===== config.mk =====
export PLATFORM = sky130hd
export DESIGN_NAME = run_detector
export DESIGN_NICKNAME = d
export VERILOG_FILES = /design/src/rtl/run_detector_pkg.sv /design/src/rtl/run_detector_sat_counter.sv /design/src/rtl/run_detector.sv
export SDC_FILE = /design/constraint.sdc
export NUM_CORES = 1
export LEC_CHECK = 0
export ABC_AREA = 1
export BUFFER_PORTS_ARGS = -buffer_cell sky130_fd_sc_hd__buf_2
export CAP_MARGIN = 20
export CORE_AREA = 2 2 41 43
export CTS_BUF_LIST = sky130_fd_sc_hd__clkbuf_4
export DETAILED_ROUTE_END_ITERATION = 16
export DIE_AREA = 0 0 43 45
export PLACE_DENSITY = 0.87
export SLEW_MARGIN = 20
export SYNTH_ARGS = -nofsm -noshare
export SYNTH_HDL_FRONTEND = slang
export SYNTH_SLANG_ARGS = --single-unit

===== constraint.sdc =====
create_clock -name clk -period 2.57 [get_ports clk]
set_input_delay 0.514 -clock clk [delete_from_list [all_inputs] [get_ports clk]]
set_output_delay 0.514 -clock clk [all_outputs]
set_load 0.01 [all_outputs]

===== src/rtl/run_detector_pkg.sv =====
// Shared encodings and helpers for the run detector.
package run_detector_pkg;

  typedef enum logic [1:0] {
    ST_IDLE = 2'b00,
    ST_RUN0 = 2'b01,
    ST_RUN1 = 2'b10
  } state_e;

  typedef enum logic [1:0] {
    MODE_ANY   = 2'b00,
    MODE_ONES  = 2'b01,
    MODE_ZEROS = 2'b10,
    MODE_OFF   = 2'b11
  } mode_e;

  // True when the detection qualifier allows a run of value val to report.
  function automatic logic mode_permits(input logic [1:0] mode, input logic val);
    logic ok;
    ok = 1'b0;
    case (mode)
      MODE_ANY:   ok = 1'b1;
      MODE_ONES:  ok = val;
      MODE_ZEROS: ok = ~val;
      default:    ok = 1'b0;
    endcase
    return ok;
  endfunction

endpackage


===== src/rtl/run_detector_sat_counter.sv =====
// Saturating up-counter with a "restart at one" load, used for the run length.
module sat_counter #(
  parameter int WIDTH = 2,
  parameter int MAX   = 3
) (
  input  logic             clk,
  input  logic             reset,
  input  logic             load1,
  input  logic             inc,
  output logic [WIDTH-1:0] count
);

  logic [WIDTH-1:0] count_q;

  localparam logic [WIDTH-1:0] MaxC = WIDTH'(MAX);

  // load1 starts a new run; inc extends it until it pins at MAX.
  always_ff @(posedge clk) begin
    if (reset) begin
      count_q <= '0;
    end else if (load1) begin
      count_q <= WIDTH'(1);
    end else if (inc && (count_q != MaxC)) begin
      count_q <= count_q + 1'b1;
    end
  end

  assign count = count_q;

endmodule


===== src/rtl/run_detector.sv =====
// Detects RUN_LEN consecutive equal accepted samples on w, qualified by mode,
// and counts qualified detections in a wrapping counter.
module run_detector
  import run_detector_pkg::*;
#(
  parameter  int RUN_LEN = 2,
  parameter  int HIT_W   = 8,
  localparam int CNT_W   = $clog2(RUN_LEN + 1)
) (
  input  logic             clk,
  input  logic             reset,
  input  logic             en,
  input  logic             w,
  input  logic [1:0]       mode,
  input  logic             clear,
  output logic [1:0]       state,
  output logic             run_val,
  output logic [CNT_W-1:0] run_cnt,
  output logic             z,
  output logic [HIT_W-1:0] hit_count
);

  localparam logic [CNT_W-1:0] MaxC    = CNT_W'(RUN_LEN);
  localparam logic [CNT_W-1:0] MaxM1C  = CNT_W'(RUN_LEN - 1);
  localparam logic             LenOneC = (RUN_LEN == 1);

  state_e           state_q, state_d;
  logic [HIT_W-1:0] hit_count_q, hit_count_d;
  logic             load1, inc, reaches_max;

  sat_counter #(
    .WIDTH (CNT_W),
    .MAX   (RUN_LEN)
  ) u_run_cnt (
    .clk   (clk),
    .reset (reset),
    .load1 (load1),
    .inc   (inc),
    .count (run_cnt)
  );

  // State and detection counter registers.
  always_ff @(posedge clk) begin
    if (reset) begin
      state_q     <= ST_IDLE;
      hit_count_q <= '0;
    end else begin
      state_q     <= state_d;
      hit_count_q <= hit_count_d;
    end
  end

  // Next-state: a matching sample extends the run, anything else restarts it.
  always_comb begin
    state_d = state_q;
    load1   = 1'b0;
    inc     = 1'b0;
    if (en) begin
      case (state_q)
        ST_RUN0: begin
          if (w) begin
            load1   = 1'b1;
            state_d = ST_RUN1;
          end else begin
            inc = 1'b1;
          end
        end
        ST_RUN1: begin
          if (!w) begin
            load1   = 1'b1;
            state_d = ST_RUN0;
          end else begin
            inc = 1'b1;
          end
        end
        default: begin
          load1   = 1'b1;
          state_d = w ? ST_RUN1 : ST_RUN0;
        end
      endcase
    end
  end

  // A hit is the edge where the run length first reaches RUN_LEN; the new
  // run value always equals w on an accepted edge. Saturated runs do not
  // re-count because inc at the cap never moves from RUN_LEN-1.
  always_comb begin
    reaches_max = (load1 && LenOneC) || (inc && (run_cnt == MaxM1C));
    hit_count_d = hit_count_q;
    if (clear) begin
      hit_count_d = '0;
    end else if (reaches_max && mode_permits(mode, w)) begin
      hit_count_d = hit_count_q + 1'b1;
    end
  end

  assign state     = state_q;
  assign run_val   = (state_q == ST_RUN1);
  assign z         = (run_cnt == MaxC) && mode_permits(mode, run_val);
  assign hit_count = hit_count_q;

endmodule


Word-level counts from Yosys, hierarchy flattened:

Cells that the tools add are included.

* word-level logic and storage cells: 41
* flip-flop bits (word level): 12
* input port bits: 7
* output and inout port bits: 14

* equal/unequal tests: 9
* bitwise operators: 2
* reduce and logical (&&, ||, !) cells: 9
* add/subtract/negate cells: 2
* multiplexer cells: 15

Operators with widths (count)
* $add 8x1->8 const B: 1
* $mux 1: 7
* $eq 2x1->1 const B: 3
* $eq 2x2->1 const B: 3
* $mux 2: 3
* $ne 2x2->1 const B: 3
* $pmux 1 s3: 2
* $logic_and 1x1->1: 4
* $pmux 1 s2: 2
* $pmux 2 s2: 1
* $reduce_or 2->1: 2
* $reduce_and 3->1: 1
* $add 2x1->2 const B: 1
* $logic_not 2->1: 1
* $not 1->1: 2
* $reduce_bool 2->1: 1

Longest topological paths before layout:

* depth after elaboration: 6
* gate-level depth with buffers: 9
* gate-level depth less buffers: 9

Hierarchy:

Synthesis repeated with hierarchy kept, for this count alone.

* cell total of the unflattened synthesis: 120
* area, all modules: 762.0 um2

Modules (own cells, without submodules)
* run_detector: sequential area each 200.2 um2, area an instance 651.9 um2, instances 1, cells an instance 104
* sat_counter: sequential area each 40.0 um2, area an instance 110.1 um2, instances 1, cells an instance 16

Worst setup path before layout:

No wires, ideal clock.

* path type: flip-flop to output port
* start point: register state_q[0], in the netlist state[0]
* end point: output port z
* path slack: 1.002 ns
* stages on the path, launching flop included: 4
* data required time: 2.056 ns
* arrival time: 1.054 ns
* buffers on the path: 0
* cell sequence: dfxtp_1 -> inv_1 -> ha_1 -> a211oi_1

* cells in the longest elaborated chain, start to end: 4

RTL lines
* start: declaration: line run_detector.sv:27 `state_e state_q, state_d;`
* start signal: assignment: line run_detector.sv:48 `state_q <= state_d;`
* $eq 2x2->1 *: line run_detector.sv:98 `assign run_val = (state_q == ST_RUN1);`
* $not 1->1: line run_detector_pkg.sv:24 `MODE_ZEROS: ok = ~val;`
* $pmux 1 s3 *: line run_detector_pkg.sv:21 `case (mode)`
* $logic_and 1x1->1 *: line run_detector.sv:99 `assign z = (run_cnt == MaxC) && mode_permits(mode, run_val);`
* end: declaration: line run_detector.sv:19 `output logic z,`

Mark *: on every way between the ends. The rest lies on a longest branch, timed or not.

Worst setup path in the final report:

Same ends and word-level chain as after synthesis.

==> metrics.md <==
| Metric | Value |
|---|---|
| Setup TNS | `0 ps` |
| CTS Buf Count | `3` |
| Cells after Synth | `120` |
| GRT Util Overall | `19.85%` |
| Grt ovf | `0` |
| FF-to-FF Start | `state[1]` |
| Crit path max fanout | `4` |
| Highest Clock Rate | `540.3 MHz` |
| Port Buffers | `20` |
| Largest net degree at the start of global routing | `9` |
| Post-layout net count | `about 160` |
| First-pass GRT wire length | `approximately 2900 um` |
| Crit. Startpoint | `state[0]` |
| Max-slew violation count | `0` |
| HP Class | `input pin to register` |
| Routed vias/inst | `4.919` |
| PostCTS Resize Cnt | `0` |
| DRC violations left | `0` |
| Setup CP Type | `register to output port` |
| Post-layout min period | `1851 ps` |
| Initial drt markers | `7` |
| R2R Setup Slk | `1220 ps` |
| Ant. Diodes | `0` |
| Syn avg cell area | `6.663 um^2` |
| Placed Area | `919.6 um^2` |
| Mapped cell area | `799.5 um^2` |
| Die ar. | `1935 um^2` |
| Distinct cells, synth | `17` |
| Highest ir drop seen on vdd | `just under 0.3 mV` |
| Die height | `45 um` |
| Syn-to-layout area delta | `18.31%` |
| TritonCTS Sinks | `12` |
| Setup slack after layout | `719.2 ps` |
| Row cnt | `14` |
| Die width | `43 um` |
| Final setup violation count | `0` |
| CP Capture Type | `output port` |
| Post-DP HPWL | `1320 um` |
| Post-DRT Antenna Nets | `0` |
| Crit share post-route | `72.02%` |
| Yosys reg bits | `12` |
| Pre-Repair DR Iteration Count | `3` |
| Worst Hold Slack | `between 400 and 500 ps` |
| Hold depth | `2` |
| Critical path capture point | `z` |
| Post-CTS Repair Setup Buffers | `0` |
| Place WS | `1002 ps` |
| Clk slew on worst S/H paths | `80 ps` |
| Worst-Skew Late Latency | `270 ps` |
| RSZ-0062 raised after global routing | `no` |
| Initial antenna violation count | `0` |
| Clock root buffer | `clkbuf_4` |
| Max clock buf depth | `2` |
| Reg2Reg Capture Point | `hit_count[1]` |
| DR vias | `787` |
| Seq/Total Area, Yosys | `between 30 and 40%` |
| Max-slew headroom | `62.98%` |
| Initial Utilization | `around 54%` |
| Share of layout cells above drive strength 1 | `24.31%` |
| Synth Warn # | `0` |
| Worst endpoint required time | `2060 ps` |
| H-tree Lvls | `1` |
| TritonCTS clock tree | `done` |
| Final Hold Viols | `0` |
| Post-route cell area | `945.9 um^2` |
| Status | `finished clean` |
| WL/cell | `10.13 um` |
| PwrDens | `454.4 nW/um^2` |
| Worst-case reg-to-reg path depth | `9` |
| GPL Wtd Cong | `0.7878` |
| Skew final | `roughly 0.73 ps` |
| Worst-Margin Slew | `553.2 ps` |
| Worst EP arrival | `between 1000 and 1500 ps` |
| I/O pin cnt | `21` |
| Core Box Area | `~1500 um^2` |
| Vias in the first global route | `between 700 and 800` |
| Pleak | `0.4159 nW` |
| Hold-fix buffers, CTS | `0` |
| Critical Path Start Type | `register` |
| Max cap viols | `0` |
| Tot Pwr | `0.4299 mW` |
| Final wirelength | `between 1500 and 2000 um` |
| Filler cells | `143` |
| Syn Nets | `roughly 130` |
-- through the flow --
| stage | std cells | utilization (%) |
|---|---|---|
| 2_1_floorplan | 120 | - |
| 3_3_place_gp | 156 | 62.50 |
| 3_5_place_dp | 156 | 62.50 |
| 4_1_cts | 160 | 64.29 |
| 5_1_grt | 160 | 64.29 |
| 6_report | 160 | 64.29 |
-- per-layer routing --
metal  wire length [um]  share of wire (%)  global-route usage (%)
met5                  0                  0                       0
met3                 66                4.1                   5.600
met4                 14               0.86                   9.697
met2                774                 48                   34.24
met1                766                 47                   22.77
-- final cells by class --
class                           instances  area, um^2  area share (%)
Multi-Input combinational cell         91       495.5           52.38
Sequential cell                        12       240.2           25.40
Timing Repair Buffer                   20       100.1           10.58
Inverter                               17       63.81           6.746
Clock buffer                            3       22.52           2.381
Tap cell                               16       20.02           2.116
Clock inverter                          1       3.754          0.3968
-- critical path, stage by stage, from the launching register on --
cell      delay, ps
dfxtp_1         380
inv_1            90
ha_1            240
a211oi_1        200
buf_2           160
-- state kept, by name, indices dropped and copies added, names as in the netlist --
signal and cells:
hit_count 8, state 2, u_run_cnt.count 2
-- Yosys cell counts --
cell      number  area, um^2
inv_1         16       60.06
nand4_1        2       12.51
nand2_2        4       25.02
inv_2          1       3.750
nand2_1       31       116.4
nor2_2         2       12.51
a211oi_1       1       7.510
o21ai_0        3       15.01
o21a_1         1       7.510
ha_1           7       87.58
nand2_4        1       11.26
dfxtp_1       12       240.2
nand3_1        6       30.03
a21oi_1        8       40.04
nor2_1        21       78.83
nand3_4        1       17.52
nor2_4         3       33.78
-- cell usage in the layout (no fill, tap or decap) --
master,n
a211oi_1,1
a21oi_1,8
buf_2,20
clkbuf_4,3
clkinv_1,1
dfxtp_1,12
ha_1,7
inv_1,16
inv_2,1
nand2_1,31
nand2_2,4
nand2_4,1
nand3_1,6
nand3_4,1
nand4_1,2
nor2_1,21
nor2_2,2
nor2_4,3
o21a_1,1
o21ai_0,3
-- worst min path at each step --
stage / from / to / slack, ps
final: reset / u_run_cnt.count[0] / 430
after detailed placement: hit_count[5] / hit_count[5] / 500
after global routing: reset / u_run_cnt.count[0] / 410
after CTS: reset / u_run_cnt.count[0] / 420
after floorplan: u_run_cnt.count[1] / u_run_cnt.count[1] / 500
after global placement: hit_count[7] / hit_count[7] / 480
-- kinds of logic after synthesis --
family                     share of synthesized area (%)
DFF                                                30.05
buffers and inverters                              7.981
AOI/OAI and AO/OA                                  8.764
and+or+nand+nor                                    42.25
adders and majority gates                          10.95
-- where the power goes --
part	internal (mW)	switching (mW)	total (mW)	leakage, nW
clock	0.0562	0.0636	0.120	0.0154
combinational	0.0414	0.0683	0.110	0.303
sequential	0.193	0.00710	0.200	0.0975
total	0.291	0.139	0.430	0.416
No activity file was read; power rests on OpenSTA's default activity.
